$ cat src/rtl/uart_rx_frame_receiver.sv
// rtl/uart_rx_frame_receiver.sv - 8N1 UART receiver with baud counter, mid-bit sampling and error pulses
// Optional macro UART_RX_PARITY_EN switches the frame format to 8E1 and enables Parity_Err_Sig.
module uart_rx_frame_receiver #(
    parameter int CLK_FREQ = 50000000,
    parameter int BAUD     = 9600
) (
    input  logic       CLK,
    input  logic       RST,
    input  logic       RX_Pin_In,
    input  logic       RX_En_Sig,
    output logic       RX_Done_Sig,
    output logic [7:0] RX_Data,
    output logic       Frame_Err_Sig,
    output logic       Parity_Err_Sig
);

    localparam int BPS_CNT = CLK_FREQ / BAUD;
    localparam int CNT_W   = (BPS_CNT > 2) ? $clog2(BPS_CNT) : 1;
    localparam logic [CNT_W-1:0] CNT_MAX = CNT_W'(BPS_CNT - 1);
    localparam logic [CNT_W-1:0] CNT_MID = CNT_W'(BPS_CNT / 2);

    typedef enum logic [2:0] {
        IDLE   = 3'd0,
        START  = 3'd1,
        DATA   = 3'd2,
        STOP   = 3'd3,
`ifdef UART_RX_PARITY_EN
        PARITY = 3'd5,
`endif
        DONE   = 3'd4
    } state_t;

    state_t           state_q, state_d;
    logic             rx_meta_q, rx_sync_q, rx_prev_q;
    logic [CNT_W-1:0] bit_cnt_q, bit_cnt_d;
    logic [2:0]       bit_idx_q, bit_idx_d;
    logic [7:0]       shift_q, shift_d;
    logic [7:0]       data_q, data_d;
    logic             done_q, done_d;
    logic             ferr_q, ferr_d;
    logic             start_edge, sample_pt, bit_wrap;

    assign start_edge = rx_prev_q & ~rx_sync_q;
    assign sample_pt  = (bit_cnt_q == CNT_MID);
    assign bit_wrap   = (bit_cnt_q == CNT_MAX);

`ifdef UART_RX_PARITY_EN
    logic perr_q, perr_d;
    assign Parity_Err_Sig = perr_q;
`else
    assign Parity_Err_Sig = 1'b0;
`endif

    always_comb begin
        state_d   = state_q;
        bit_cnt_d = bit_wrap ? '0 : bit_cnt_q + 1'b1;
        bit_idx_d = bit_idx_q;
        shift_d   = shift_q;
        data_d    = data_q;
        done_d    = 1'b0;
        ferr_d    = 1'b0;
`ifdef UART_RX_PARITY_EN
        perr_d    = 1'b0;
`endif
        case (state_q)
            IDLE: begin
                if (RX_En_Sig && start_edge) state_d = START;
            end
            START: begin
                if (sample_pt && rx_sync_q) state_d = IDLE;
                else if (bit_wrap)          state_d = DATA;
            end
            DATA: begin
                if (sample_pt) shift_d[bit_idx_q] = rx_sync_q;
                if (bit_wrap) begin
                    if (bit_idx_q == 3'd7) begin
`ifdef UART_RX_PARITY_EN
                        state_d = PARITY;
`else
                        state_d = STOP;
`endif
                    end else begin
                        bit_idx_d = bit_idx_q + 3'd1;
                    end
                end
            end
`ifdef UART_RX_PARITY_EN
            PARITY: begin
                if (sample_pt && (rx_sync_q != ^shift_q)) begin
                    perr_d  = 1'b1;
                    state_d = IDLE;
                end else if (bit_wrap) begin
                    state_d = STOP;
                end
            end
`endif
            STOP: begin
                if (sample_pt) begin
                    if (rx_sync_q) begin
                        state_d = DONE;
                        done_d  = 1'b1;
                        data_d  = shift_q;
                    end else begin
                        state_d = IDLE;
                        ferr_d  = 1'b1;
                    end
                end
            end
            DONE:    state_d = IDLE;
            default: state_d = IDLE;
        endcase

        // Losing the enable mid-frame discards everything this frame would have reported.
        if (state_q != IDLE && !RX_En_Sig) begin
            state_d = IDLE;
            data_d  = data_q;
            done_d  = 1'b0;
            ferr_d  = 1'b0;
`ifdef UART_RX_PARITY_EN
            perr_d  = 1'b0;
`endif
        end
        if (state_d == IDLE || state_q == IDLE) begin
            bit_cnt_d = '0;
            bit_idx_d = 3'd0;
        end
    end

    always_ff @(posedge CLK) begin
        if (RST) begin
            rx_meta_q <= 1'b1;
            rx_sync_q <= 1'b1;
            rx_prev_q <= 1'b1;
            state_q   <= IDLE;
            bit_cnt_q <= '0;
            bit_idx_q <= 3'd0;
            shift_q   <= 8'h00;
            data_q    <= 8'h00;
            done_q    <= 1'b0;
            ferr_q    <= 1'b0;
`ifdef UART_RX_PARITY_EN
            perr_q    <= 1'b0;
`endif
        end else begin
            rx_meta_q <= RX_Pin_In;
            rx_sync_q <= rx_meta_q;
            rx_prev_q <= rx_sync_q;
            state_q   <= state_d;
            bit_cnt_q <= bit_cnt_d;
            bit_idx_q <= bit_idx_d;
            shift_q   <= shift_d;
            data_q    <= data_d;
            done_q    <= done_d;
            ferr_q    <= ferr_d;
`ifdef UART_RX_PARITY_EN
            perr_q    <= perr_d;
`endif
        end
    end

    assign RX_Done_Sig   = done_q;
    assign RX_Data       = data_q;
    assign Frame_Err_Sig = ferr_q;

endmodule

$ cat config.mk
export PLATFORM = sky130hd
export DESIGN_NAME = uart_rx_frame_receiver
export DESIGN_NICKNAME = d
export VERILOG_FILES = /design/src/rtl/uart_rx_frame_receiver.sv
export SDC_FILE = /design/constraint.sdc
export NUM_CORES = 1
export LEC_CHECK = 0
export BUFFER_PORTS_ARGS = -buffer_cell sky130_fd_sc_hd__buf_2
export CORE_MARGIN = 10
export CORE_UTILIZATION = 55
export DETAILED_ROUTE_END_ITERATION = 7
export PLACE_DENSITY = 0.86
export SLEW_MARGIN = 20
export SYNTH_ARGS = -nofsm -noshare
export SYNTH_HDL_FRONTEND = slang
export SYNTH_SLANG_ARGS = --single-unit
$ cat constraint.sdc
create_clock -name CLK -period 2.4 [get_ports CLK]
set_input_delay 0.48 -clock CLK [delete_from_list [all_inputs] [get_ports CLK]]
set_output_delay 0.48 -clock CLK [all_outputs]
set_load 0.02 [all_outputs]
-- After elaboration in Yosys (flattened, before gate mapping)
Cells that the tools add are included.
- flip-flop bits (word level): 40
- bits in latches: 0
- memory bits (writable): 0
- memory bits (read-only): 0
- bits of input ports: 4
- output and inout port bits: 11
- word-level logic and storage cells: 55
- memories kept: 0
- $add $sub $neg: 2
- $mul: 0
- divide/modulo/power cells: 0
- magnitude comparators: 2
- eq/ne operators: 6
- shift operators: 0
- mux-type cells: 14
- bitwise operators: 6
- reductions and logical operators: 15
- operators with widths (cell ; number):
    3-bit two-way mux ; 8
    13-bit by 1-bit adder with 13-bit output (second input constant) ; 1
    13-bit by 12-bit == test with 1-bit output (second input constant) ; 1
    13-bit == test (second input constant) ; 1
    3-bit one-hot mux with 4 select lines ; 1
    8-bit bitwise mux ; 1
    3-bit by 2-bit == test with 1-bit output (second input constant) ; 2
    3-bit zero test ; 2
    1-bit NOT ; 5
    1-bit logical AND ; 4
    3-bit by 4-bit < comparator with 1-bit output (second input constant) ; 1
    4-bit AND reduction ; 1
    4-bit OR reduction ; 1
    3-bit by 1-bit adder with 3-bit output (second input constant) ; 1
    1-bit demux with 3-bit select ; 1
    3-bit by 1-bit == test with 1-bit output (second input constant) ; 1
    3-bit == test (second input constant) ; 1
    3-bit by 1-bit >= comparator with 1-bit output (second input constant) ; 1
    1-bit two-way mux ; 3
    3-bit AND reduction ; 1
    3-bit nonzero test ; 1
    3-bit OR reduction ; 1
    2-bit AND reduction ; 1
    2-bit OR reduction ; 1
    other kinds (3) ; 3

-- Depth between registers and ports, before layout
- depth in word-level cells: 9
- mapped depth: 8
- mapped depth without buffers: 7

-- Least setup slack after synthesis
OpenSTA, ideal clock, no wires.
- path type: register to register
- from: reg bit_cnt_q[0]
- to: reg bit_cnt_q[11]
- setup time: 134 ps
- data arrival time: 1709 ps
- required time: 2266 ps
- setup slack: 557 ps
- stages on the path, launching flop included: 9
- period minus slack after synthesis: 1843 ps
- cells stage by stage: dfxtp_1 inv_1 ha_1 and4bb_4 and3_4 and3_4 buf_6 nor4_4 nor3_1
- longest elaborated chain between the ends: 8
- elaborated cells on any way between the ends: 13
- classes of those cells: add/sub (1); eq/ne (2); mux (6); reduce/logical (4)
- RTL lines (what ; line ; text):
    start: declaration ; 35 ; logic [CNT_W-1:0] bit_cnt_q, bit_cnt_d;
    start signal: assignment ; 149 ; bit_cnt_q <= bit_cnt_d;
    13-bit == test or 13-bit by 12-bit == test with 1-bit output (tied branches) ; 45, 44 ;
    3-bit two-way mux or 1-bit logical AND (tied branches) ; 71, 70 ;
    3-bit two-way mux ; 70 ; if (sample_pt && rx_sync_q) state_d = IDLE;
    3-bit one-hot mux with 4 select lines ; 65 ; case (state_q)
    3-bit two-way mux ; 114 ; if (state_q != IDLE && !RX_En_Sig) begin
    3-bit zero test ; 123 ; if (state_d == IDLE || state_q == IDLE) begin
    1-bit logical OR ; 123 ;
    3-bit OR reduction (no source line) ; -- ;
Parallel ways exist; a longest one is shown, timed or not.
A chain may end at the register's enable or synchronous reset.

-- Worst setup path after layout
- from: reg bit_cnt_q[0]
- to: reg bit_cnt_q[5]
Same word-level chain as after synthesis.

==> results.sh <==
export IMPL_grt_ovfl_total=0
export IMPL_fin_crit_ns=2.02
export IMPL_hold_viol_final=0
export IMPL_post_cts_setup_buffers=0
export IMPL_ys_seq_area_frac=0.437
export IMPL_dr_wl_met2_mm=1.58
export IMPL_syn_cell_area_mm2=0.00183
export IMPL_hp_class="primary input to register"
export IMPL_slew_viol_final=0
export IMPL_ant_nets=0
export IMPL_met1Wirelength_mm=1.66
export IMPL_root_buffer="clkbuf_4"
export IMPL_synth_top_area_share=0.437
export IMPL_antenna_found_initial=0
export IMPL_syn_inst=201
export IMPL_portBuffers=13
export IMPL_clock_latency_ns=0.36
export IMPL_grt_pass1_vias=1323
export IMPL_maxUsedRoutingLayer="met4"
export IMPL_cp_required_ns=2.64
export IMPL_ys_warn_count=0
export IMPL_drv_cap=0
export IMPL_finalSetupViolCount=0
export IMPL_synthFlopType="dfxtp_1"
export IMPL_placed_area_mm2=0.00192
export IMPL_fin_ws_ns=0.380
export IMPL_holdBufCountCts=0
export IMPL_grt_use_total=0.119
export IMPL_synthTopCellsByArea="dfxtp_1 44%, mux2i_1 5.5%, nand2_1 5.3%"
export IMPL_ioPinCount=15
export IMPL_path_clk_slew_ns=0.11
export IMPL_crit_chain="inv_1, ha_1, and4bb_4, and3_4, and3_4, nor4_4, nor3_1"
export IMPL_yosys_area_top_type="dfxtp_1"
export IMPL_synthArstFlopShare=0
export IMPL_post_cts_resized=0
export IMPL_die_y_um=77.8
export IMPL_cts_sinks=40
export IMPL_routed_wl_met3_um=190
export IMPL_reg2reg_to="bit_cnt_q[5]"
export IMPL_syn_to_final_growth_pct=7.64
export IMPL_grt_pass1_wl_mm=6.00
export IMPL_diodes=0
export IMPL_via_count=1441
export IMPL_initial_core_util=0.586
export IMPL_cts_buffers_inserted=5
export IMPL_cpPeakStageDelay_ns=0.47
export IMPL_avgRoutedWirePerCell_um=13.6
export IMPL_cp_slowest_cell="nor4_4"
export IMPL_pre_cts_slack_ns=0.413
export IMPL_dp_hpwl_mm=2.54
export IMPL_status="completed"
export IMPL_rrSetupSlack_ns=0.38
export IMPL_cp_endpoint="bit_cnt_q[5]"
export IMPL_cp_end_kind="register"
export IMPL_place_congestion=0.825
export IMPL_num_rows=20
export IMPL_routed_wl_mm=3.51
export IMPL_cp_max_fo=9
export IMPL_synth_nets=209
export IMPL_critPathLaunch="bit_cnt_q[0]"
export IMPL_cp_common_cell="and3_4"
export IMPL_route_detailed_drc=0
export IMPL_drt_initial_drc_count=118
export IMPL_timing_rr_start="bit_cnt_q[0]"
export IMPL_ir_worst_vdd_v=0.000421
export IMPL_die_area_mm2=0.00605
export IMPL_synth_edf_count=0
export IMPL_power_density_mw_per_mm2=530
export IMPL_path_class="register to register"
export IMPL_die_w_um=77.8
export IMPL_htreeDepth=2
export IMPL_fillers=267
export IMPL_first_pass_iters=4
export IMPL_vias_per_cell=5.59
export IMPL_post_route_period_util=0.841
export IMPL_finalClockSkew_ns=0.00821
export IMPL_nNetsFinal=221
export IMPL_synthDistinctLibCells=37
export IMPL_max_freq_mhz=495
export IMPL_rsz0062_at_grt="no"
export IMPL_arrival_ns=2.26
export IMPL_drive_gt1_frac=0.154
export IMPL_tns_ns=0
export IMPL_avgSynthCellArea_um2=9.13
export IMPL_cts_max_path_buffers=2
export IMPL_cp_start_kind="register"
export IMPL_post_route_cell_area_mm2=0.00197
export IMPL_core_area_mm2=0.00313
export IMPL_ff2ff_path_depth=7
export IMPL_leakagePower_nw=0.717
export IMPL_cts_tree="built"
export IMPL_ys_ff_latch=40
export IMPL_grt_max_degree=25
[layer usage]
layer	vias up	track usage
met2	33	0.175
met1	670	0.151
met4	0	0.0566
met3	9	0.0415
li1	729	-
met5	-	0
[cell families (layout without fill, tap and decap cells)]
family                     after synthesis  count (layout)  synth area share
AOI/OAI and AO/OA                       17              17            0.0593
other                                    1               1           0.00204
buffers and inverters                   12              25            0.0314
and+or+nand+nor                        105             105             0.332
xor gates and xnor gates                12              12            0.0573
DFF                                     40              40             0.437
adders and majority gates                4               4            0.0273
muxes                                   10              10            0.0546
[area by class of cell]
type                       instances  area (µm²)  share of cell area
multi-input combinational        149         976               0.494
sequential                        40         801               0.406
inverter                           3        11.3             0.00570
clock buffer                       8        58.8              0.0298
tap                               44        55.1              0.0279
timing repair buffer              14        72.6              0.0368
[sequential cells by signal (all words and copies together), names as in the netlist]
| signal | cells |
|---|---|
| bit_cnt_q | 13 |
| RX_Data | 8 |
| shift_q | 8 |
| bit_idx_q | 3 |
| state_q | 3 |
| Frame_Err_Sig | 1 |
| RX_Done_Sig | 1 |
| rx_meta_q | 1 |
| rx_prev_q | 1 |
| rx_sync_q | 1 |
[worst min path at each step]
stage,slack [ns],cells after the start,startpoint,endpoint
3_3_place_gp,0.40,1,rx_meta_q,rx_sync_q
5_1_grt,0.28,2,RX_Pin_In,rx_meta_q
6_report,0.30,2,RX_Pin_In,rx_meta_q
4_1_cts,0.29,2,RX_Pin_In,rx_meta_q
2_1_floorplan,0.39,1,rx_meta_q,rx_sync_q
3_5_place_dp,0.40,1,rx_meta_q,rx_sync_q
[cells in the mapped netlist (2+ instances only)]
master,count
a21oi_1,12
and2_1,3
and3_4,2
and4_1,3
and4bb_2,3
and4bb_4,2
clkbuf_1,5
dfxtp_1,40
ha_1,4
inv_1,3
mux2i_1,10
nand2_1,26
nand2b_1,2
nand3_1,7
nand4_1,6
nand4b_1,2
nor2_1,23
nor3_1,11
nor3b_1,5
nor4_1,2
nor4b_1,2
or2_2,3
xnor2_1,4
xor2_1,8
[power breakdown]
part	leakage [nW]	switching [W]	internal, W
clock	0.0326	0.000209	0.000144
sequential	0.323	0.00000382	0.000666
combinational	0.362	0.0000154	0.00000842
[metrics by stage]
stage / utilization / total power [W] / std cells / hold slack (ns)
2_1_floorplan: - / 0.000702 / 201 / 0.389
3_3_place_gp: 0.612 / 0.000708 / 250 / 0.398
3_5_place_dp: 0.612 / 0.000709 / 250 / 0.398
4_1_cts: 0.631 / 0.00106 / 258 / 0.289
5_1_grt: 0.631 / 0.00109 / 258 / 0.283
6_report: 0.631 / 0.00105 / 258 / 0.300
[worst max-delay path, delay by kind of cell (launching register included)]
family,cells,cell delay (ns)
adders and majority gates,1,0.21
buffers and inverters,1,0.07
DFF,1,0.42
and+or+nand+nor,5,1.21
[cell usage in the layout, fill, tap and decap left out, types with 4 or more instances in the layout]
cell      synthesis  routed
a21oi_1          12      12
buf_2             1      13
clkbuf_4          0       5
dfxtp_1          40      40
ha_1              4       4
mux2i_1          10      10
nand2_1          26      26
nand3_1           7       7
nand4_1           6       6
nor2_1           23      23
nor3_1           11      11
nor3b_1           5       5
xnor2_1           4       4
xor2_1            8       8
Note: power is estimated with default switching activity, not from simulation.
